<file path="src/rtl/counter_tx_top.sv">
// Cache performance monitor: eight saturating event counters that freeze on
// cpu_done and are then dumped once, MSB byte first, over an 8N1 UART line.
module counter_tx_top #(
  parameter int unsigned CNT_W        = 32,
  parameter int unsigned CLKS_PER_BIT = 64
) (
  input  logic clk,
  input  logic rstn,
  input  logic read_C_L1I,
  input  logic miss_L1I_C,
  input  logic read_C_L1D,
  input  logic write_C_L1D,
  input  logic miss_L1D_C,
  input  logic read_L1_L2,
  input  logic write_L1_L2,
  input  logic miss_L2_L1,
  input  logic cpu_done,
  output logic tx_data
);

  localparam int unsigned NEV = 8;
  localparam int unsigned BPC = CNT_W / 8;
  localparam int unsigned BSW = (BPC > 1) ? $clog2(BPC) : 1;
  localparam int unsigned CW  = (CLKS_PER_BIT > 1) ? $clog2(CLKS_PER_BIT) : 1;

  typedef enum logic [2:0] {
    COUNT,
    LOAD,
    START,
    DATA,
    STOP,
    DONE
  } state_e;

  state_e                     state_q, state_d;
  logic [NEV-1:0][CNT_W-1:0]  cnt_q, cnt_d;
  logic [CW-1:0]              clk_q, clk_d;
  logic [2:0]                 bit_q, bit_d;
  logic [2:0]                 evt_q, evt_d;
  logic [BSW-1:0]             bsel_q, bsel_d;
  logic [7:0]                 sh_q, sh_d;
  logic                       tx_q, tx_d;

  logic [NEV-1:0]             ev;
  logic [7:0]                 cur_byte;
  logic                       bit_end;
  logic                       last_byte;
  logic                       stop_end;

  assign ev = {miss_L2_L1, write_L1_L2, read_L1_L2, miss_L1D_C,
               write_C_L1D, read_C_L1D, miss_L1I_C, read_C_L1I};

  assign tx_data   = tx_q;
  assign bit_end   = (clk_q == CW'(CLKS_PER_BIT - 1));
  assign last_byte = (evt_q == 3'(NEV - 1)) && (bsel_q == '0);
  // Between frames the LOAD cycle is the final cycle of the stop bit, so a
  // non-final STOP lasts one cycle less and frames stay back-to-back.
  assign stop_end  = last_byte ? bit_end : (clk_q == CW'(CLKS_PER_BIT - 2));

  // Byte lane select of the counter currently being transmitted.
  always_comb begin
    cur_byte = '0;
    for (int unsigned j = 0; j < BPC; j++) begin
      if (bsel_q == BSW'(j)) cur_byte = cnt_q[evt_q][j*8 +: 8];
    end
  end

  // Next-state logic: counting, freeze, and UART framing.
  always_comb begin
    state_d = state_q;
    cnt_d   = cnt_q;
    clk_d   = clk_q;
    bit_d   = bit_q;
    evt_d   = evt_q;
    bsel_d  = bsel_q;
    sh_d    = sh_q;
    tx_d    = tx_q;
    case (state_q)
      COUNT: begin
        if (cpu_done) begin
          state_d = LOAD;
        end else begin
          for (int unsigned i = 0; i < NEV; i++) begin
            if (ev[i] && (cnt_q[i] != '1)) cnt_d[i] = cnt_q[i] + CNT_W'(1);
          end
        end
      end
      LOAD: begin
        sh_d    = cur_byte;
        tx_d    = 1'b0;
        clk_d   = '0;
        state_d = START;
      end
      START: begin
        if (bit_end) begin
          clk_d   = '0;
          bit_d   = '0;
          tx_d    = sh_q[0];
          sh_d    = {1'b0, sh_q[7:1]};
          state_d = DATA;
        end else begin
          clk_d = clk_q + CW'(1);
        end
      end
      DATA: begin
        if (bit_end) begin
          clk_d = '0;
          if (bit_q == 3'd7) begin
            tx_d    = 1'b1;
            state_d = STOP;
          end else begin
            bit_d = bit_q + 3'd1;
            tx_d  = sh_q[0];
            sh_d  = {1'b0, sh_q[7:1]};
          end
        end else begin
          clk_d = clk_q + CW'(1);
        end
      end
      STOP: begin
        if (stop_end) begin
          clk_d = '0;
          if (last_byte) begin
            state_d = DONE;
          end else begin
            state_d = LOAD;
            if (bsel_q == '0) begin
              bsel_d = BSW'(BPC - 1);
              evt_d  = evt_q + 3'd1;
            end else begin
              bsel_d = bsel_q - BSW'(1);
            end
          end
        end else begin
          clk_d = clk_q + CW'(1);
        end
      end
      DONE: begin
        tx_d = 1'b1;
      end
      default: begin
        state_d = COUNT;
        tx_d    = 1'b1;
      end
    endcase
  end

  // State register with asynchronous active-low reset.
  always_ff @(posedge clk or negedge rstn) begin
    if (!rstn) begin
      state_q <= COUNT;
      cnt_q   <= '0;
      clk_q   <= '0;
      bit_q   <= '0;
      evt_q   <= '0;
      bsel_q  <= BSW'(BPC - 1);
      sh_q    <= '0;
      tx_q    <= 1'b1;
    end else begin
      state_q <= state_d;
      cnt_q   <= cnt_d;
      clk_q   <= clk_d;
      bit_q   <= bit_d;
      evt_q   <= evt_d;
      bsel_q  <= bsel_d;
      sh_q    <= sh_d;
      tx_q    <= tx_d;
    end
  end

endmodule

</file>
<file path="config.mk">
export PLATFORM = sky130hd
export DESIGN_NAME = counter_tx_top
export DESIGN_NICKNAME = d
export VERILOG_FILES = /design/src/rtl/counter_tx_top.sv
export SDC_FILE = /design/constraint.sdc
export NUM_CORES = 1
export LEC_CHECK = 0
export ABC_AREA = 0
export CAP_MARGIN = 30
export CORE_UTILIZATION = 30
export CTS_CLUSTER_SIZE = 40
export DETAILED_ROUTE_END_ITERATION = 8
export GPL_TIMING_DRIVEN = 0
export PLACE_DENSITY = 0.55
export SLEW_MARGIN = 20
export SYNTH_ARGS = -nofsm -noshare
export SYNTH_HDL_FRONTEND = slang
export SYNTH_SLANG_ARGS = --single-unit
</file>
<file path="constraint.sdc">
create_clock -name clk -period 2.42 [get_ports clk]
set_input_delay 0.363 -clock clk [delete_from_list [all_inputs] [get_ports clk]]
set_output_delay 0.363 -clock clk [all_outputs]
set_load 0.01 [all_outputs]
</file>
# == After elaboration in Yosys (flattened, before gate mapping) ==
# Index checks and enable logic that the tools add are counted.
# word_totals
reg_bits,282
output_inout_bits,1
word_cells,118
# classes
addsub,12
order_cmp,1
n_eq_ne,26
n_mux,30
n_bitwise,4
reduce_logical,30
# op_table
operator,n
"32-bit by 1-bit adder with 32-bit output, second input constant",8
"32-bit inequality test, second input constant",8
32-bit binary-select mux with 3-bit select,1
8-bit 2-to-1 mux,7
32-bit 2-to-1 mux,1
3-bit AND reduction,10
3-bit 2-to-1 mux,9
8-bit case mux with 3 select lines,1
3-bit case mux with 6 select lines,1
6-bit case mux with 3 select lines,1
"3-bit equality test, second input constant",4
"6-bit equality test, second input constant",2
6-bit 2-to-1 mux,2
"2-bit inequality test, second input constant",6
4-bit AND reduction,3
1-bit logical AND,9
"3-bit by 1-bit adder with 3-bit output, second input constant",2
"6-bit by 1-bit adder with 6-bit output, second input constant",1
"3-bit by 2-bit equality test with 1-bit output, second input constant",2
3-bit case mux with 2 select lines,1
6-bit AND reduction,1
3-bit nonzero test,2
"2-bit equality test, second input constant",2
"3-bit by 4-bit less-than comparator with 1-bit output, second input constant",1
11 further kinds,18

# == Depth between registers and ports, before layout ==
# depth
ltp_word,7
ltp_mapped,9
mapped_depth_nobuf,7

# == Worst setup path after synthesis ==
# No wires, ideal clock.
# synth_timing
path_kind,register to register
from,reg evt_q[0]
to,reg sh_q[3]
arrival_time_ps,2217
path_slack_ps,82
path_stages_with_launch,9
period_less_slack_ps,2338
path_cell_list,dfrtp_1 buf_2 buf_2 buf_2 buf_2 mux4_2 a211oi_1 o2111ai_1 a22o_1
# synth_between
elab_chain_len,7
# synth_lines
item,line_no,source
start: declaration,39,"logic [2:0] evt_q, evt_d;"
start signal: assignment,164,evt_q <= evt_d;
32-bit binary-select mux with 3-bit select (*),64,if (bsel_q == BSW'(j)) cur_byte = cnt_q[evt_q][j*8 +: 8];
32-bit 2-to-1 mux (not written as such) (*),64,
8-bit 2-to-1 mux (3 in a row),64,
8-bit 2-to-1 mux (*),64,
8-bit case mux with 3 select lines (*),78,case (state_q)
end signal: assignment,157,sh_q <= '0;
end signal: assignment,166,sh_q <= sh_d;
end: declaration,41,"logic [7:0] sh_q, sh_d;"
# Mark *: on every way between the ends. The rest lies on a longest branch, timed or not. The select of a mux whose other input is x is not followed.
# A chain may end at the register's enable or synchronous reset.

# == Final worst setup path ==
# layout_timing
from,reg evt_q[1]
to,reg sh_q[2]
# Same word-level chain as after synthesis.

==> impl_metrics.xml <==
<?xml version="1.0" encoding="UTF-8"?>
<metrics>
  <group name="timing">
    <metric name="final.setup.worst_slack" unit="ps">43.9</metric>
    <metric name="finalCritPeriodShare" unit="">0.982</metric>
    <metric name="worst_slew_margin_rel" unit="">0.396</metric>
    <metric name="finalHoldViolations" unit="">0</metric>
    <metric name="final-max-slew-violation-count" unit="">0</metric>
    <metric name="timing.clock.skew" unit="ps">26.9</metric>
    <metric name="post-route-min-period" unit="ps">2380</metric>
    <metric name="max_freq" unit="GHz">0.421</metric>
    <metric name="rsz0062_at_grt" unit="">yes</metric>
    <metric name="finalSetupViolations" unit="">0</metric>
    <metric name="timing_worst_slew_pin_value" unit="ps">904</metric>
  </group>
  <group name="clocking">
    <metric name="clk_transition_reported_paths" unit="ps">60</metric>
    <metric name="total_clock_buffers_created_by_cts" unit="">34</metric>
    <metric name="clock_tree.root_cell" unit="">clkbuf_16</metric>
    <metric name="clock_tree_from_tritoncts" unit="">built</metric>
    <metric name="max-clock-path-buffers" unit="">3</metric>
    <metric name="ctsHtreeMaxLevel" unit="">2</metric>
    <metric name="worst_skew_pair.late_latency" unit="ps">530</metric>
    <metric name="cts.sinks" unit="">282</metric>
  </group>
  <group name="synthesis">
    <metric name="syn_inst" unit="">1471</metric>
    <metric name="synth_flop_cell" unit="">dfrtp_1</metric>
    <metric name="synth-adder-area-share" unit="">0.0142</metric>
    <metric name="syn-mean-instance-area" unit="um^2">10.8</metric>
    <metric name="mappedNetlistArea" unit="um^2">15800</metric>
    <metric name="top_area_cell_type_share_of_the_netlist_area" unit="">0.441</metric>
    <metric name="synth_cell_type_count" unit="">70</metric>
    <metric name="synth_seq_cells" unit="">282</metric>
    <metric name="combinational_family_with_the_most_area_after_synthesis" unit="">simple AND/OR/NAND/NOR gates</metric>
    <metric name="yosys_warnings" unit="">0</metric>
    <metric name="syn_nets" unit="">1500</metric>
    <metric name="synth_mux_area_frac" unit="">0.105</metric>
    <metric name="post_synth_and_or_nand_nor_area_fraction" unit="">0.220</metric>
    <metric name="post_synth_main_area_contributors" unit="">dfrtp_1, xnor2_1, mux4_2, xor2_1, nand4_1</metric>
    <metric name="sequential_share_of_the_synthesized_area" unit="">0.446</metric>
    <metric name="synth_xor_area_frac" unit="">0.135</metric>
    <metric name="synth_area_leader_cell" unit="">dfrtp_1</metric>
    <metric name="synth-async-reset-ratio" unit="">1.00</metric>
    <metric name="synth_compound_area_frac" unit="">0.0606</metric>
    <metric name="synth_edf_count" unit="">0</metric>
  </group>
  <group name="cells_and_area">
    <metric name="design.final.nets" unit="">1556</metric>
    <metric name="fin_util" unit="">0.360</metric>
    <metric name="n_antenna_cell" unit="">0</metric>
    <metric name="final_common_cell" unit="">dfrtp_1</metric>
    <metric name="area_growth" unit="%">17.4</metric>
    <metric name="mostFrequentLayoutCells" unit="">dfrtp_1, xnor2_1, nand3_1</metric>
    <metric name="instances_no_fill" unit="">2232</metric>
    <metric name="drive_gt1_frac" unit="">0.144</metric>
    <metric name="fillerInstances" unit="">5067</metric>
  </group>
  <group name="setup_path">
    <metric name="cp_slowest_cell" unit="">dfrtp_2</metric>
    <metric name="worst-path-max-fanout" unit="">10</metric>
    <metric name="critical_path_cell_by_cell" unit="">buf_8 -&gt; buf_6 -&gt; mux4_2 -&gt; a22o_1 -&gt; a211oi_1 -&gt; o2111ai_1 -&gt; a22o_1</metric>
    <metric name="worst-endpoint-required" unit="ps">2820</metric>
    <metric name="worst_path_largest_cell_delay" unit="ps">440</metric>
    <metric name="crit_arrival" unit="ps">2780</metric>
    <metric name="critical_path_startpoint_category" unit="">flip-flop</metric>
    <metric name="timing.critical_path.to_type" unit="">flip-flop</metric>
    <metric name="critical_path_class" unit="">reg -&gt; reg</metric>
    <metric name="most_repeated_library_cell_on_the_critical_path" unit="">a22o_1</metric>
  </group>
  <group name="global_routing">
    <metric name="grt_util_all_layers" unit="">0.175</metric>
    <metric name="vias_in_the_first_global_route" unit="">11712</metric>
    <metric name="grt_start_max_net_pins" unit="">96</metric>
    <metric name="grt_first_pass_wirelength" unit="mm">71.6</metric>
    <metric name="number_of_antenna_violations_at_the_first_check_in_global_routing" unit="">0</metric>
    <metric name="gr_ovfl_total" unit="">0</metric>
  </group>
  <group name="floorplan">
    <metric name="core" unit="um^2">51700</metric>
    <metric name="num_rows" unit="">83</metric>
    <metric name="top_level_port_count" unit="">12</metric>
    <metric name="chipWidth" unit="um">232</metric>
    <metric name="dieHeight" unit="um">232</metric>
    <metric name="floorplan.initialDensity" unit="">0.306</metric>
    <metric name="die_area" unit="um^2">53700</metric>
  </group>
  <group name="job">
    <metric name="maxCapViolations" unit="">0</metric>
  </group>
  <group name="power">
    <metric name="cellPowerDensity" unit="nW/um^2">538</metric>
    <metric name="power" unit="mW">10.0</metric>
    <metric name="p_leak" unit="nW">7.88</metric>
    <metric name="vdd_ir_drop_max" unit="mV">0.354</metric>
  </group>
  <group name="placed_design">
    <metric name="place_ws" unit="ps">-1040</metric>
    <metric name="place.gp.congestion" unit="">0.920</metric>
    <metric name="numPlacedInstances" unit="">2167</metric>
    <metric name="port_buffers" unit="">11</metric>
    <metric name="detailedPlacementHpwl" unit="mm">34.8</metric>
  </group>
  <group name="run_status">
    <metric name="outcome" unit="">finished, final reports clean</metric>
  </group>
  <group name="drt">
    <metric name="drt.antenna.violating_nets" unit="">0</metric>
    <metric name="drc" unit="">0</metric>
    <metric name="post_drt_via_cell_ratio" unit="">5.41</metric>
    <metric name="drt_wl_total" unit="mm">46.2</metric>
    <metric name="initialDrtViolationCount" unit="">1096</metric>
    <metric name="detailedRoute.firstPassIterationCount" unit="">5</metric>
    <metric name="post_drt_wl_per_cell" unit="um">20.7</metric>
    <metric name="via_count" unit="">12082</metric>
  </group>
  <group name="worst_hold_path">
    <metric name="timing.hold.worst.class" unit="">in -&gt; async</metric>
  </group>
</metrics>
through the flow:
| stage | cell area [um^2] | hold WS (ps) | TNS, ps |
|---|---|---|---|
| global placement | 16800 | 467 | -3492760 |
| floorplan | 15800 | 67.4 | 0 |
| detailed placement | 16900 | 247 | -111720 |
| global route | 18600 | 308 | -173 |
| CTS | 18300 | 281 | -87.5 |
| finish | 18600 | 284 | 0 |
registers in the layout, indices dropped and copies added (netlist names):
signal   cells
bit_q        3
bsel_q       2
clk_q        6
cnt_q      256
evt_q        3
sh_q         8
state_q      3
tx_data      1
cells in the mapped netlist, types with 3 or more instances:
cell / n
dfrtp_1: 279
xnor2_1: 143
nand3_1: 112
nand2_1: 105
xor2_1: 101
nand4_1: 91
and3_1: 60
nor2_1: 55
nor3_1: 50
mux4_2: 48
mux2i_1: 38
and4_1: 37
clkbuf_1: 36
and2_1: 28
nor4_1: 26
inv_1: 20
buf_2: 19
a21oi_1: 18
ha_1: 18
mux2_2: 18
a22o_1: 17
nor3b_1: 15
o21ai_0: 14
a22oi_1: 12
a211oi_1: 8
nor2b_1: 8
a21o_1: 7
a31oi_1: 7
or3_1: 7
o2111ai_1: 6
a311oi_1: 4
a41oi_1: 4
buf_1: 4
nand2b_1: 4
o221ai_1: 4
dfstp_2: 3
nor4b_1: 3
nor4b_2: 3
o211a_1: 3
routing by layer:
metal	vias to the layer above	GRT usage	wire [um]
li1	5588	-	-
met5	-	0	0
met4	0	0.0615	1460
met1	6134	0.252	21500
met2	299	0.267	20900
met3	61	0.0226	2340
cells by family (layout without fill, tap and decap cells):
| logic type | Yosys count | count (layout) |
|---|---|---|
| buffers and inverters | 79 | 160 |
| flip-flops | 282 | 282 |
| multiplexers | 104 | 104 |
| AO/OA/AOI/OAI | 125 | 125 |
| AND/OR/NAND/NOR | 619 | 619 |
| XOR/XNOR | 244 | 244 |
| adder cells (fa/ha/maj) | 18 | 18 |
area by class of cell:
type	count	area (um^2)	share of cell area
well taps	680	851	0.0457
multi-input cells	1110	8850	0.476
plain buffers	55	353	0.0190
inverters	20	75.1	0.00403
repair buffers	24	298	0.0160
clock buffers	46	977	0.0525
flip-flops and latches	282	7060	0.380
clock inverters	15	136	0.00733
path summary, 6_finish.rpt:
check | start | to | slack [ps] | cells past startpoint
setup / recovery | evt_q[1] | sh_q[2] | 40 | 7
hold / removal | rstn | cnt_q[56] | 280 | 2
setup reg to reg | evt_q[1] | sh_q[2] | 40 | 7
hold reg to reg | sh_q[1] | sh_q[1] | 480 | 2
max in group asynchronous | rstn | tx_data | 960 | 4
min in group clk | sh_q[1] | sh_q[1] | 480 | 2
repair_timing:
action,in CTS,in global routing
pin swaps,4,7
endpoints found under the hold margin,29,0
setup endpoints to repair,211,141
hold buffers,1,0
resized for setup,52,66
setup buffers,5,3
where the power goes:
part / leakage [nW] / total [mW] / internal (mW) / switching [mW]
combinational: 3.47 / 0.152 / 0.0400 / 0.112
clock: 0.549 / 5.12 / 3.05 / 2.06
sequential: 3.86 / 4.75 / 4.73 / 0.0210
total: 7.88 / 10.0 / 7.82 / 2.20
critical path: cells and delay by family (launching register included):
kind	cells	cell delay (ps)
buf+inv	2	420
mux	1	400
flops	1	440
compound gates	4	970
(Power assumes the default switching activity.)
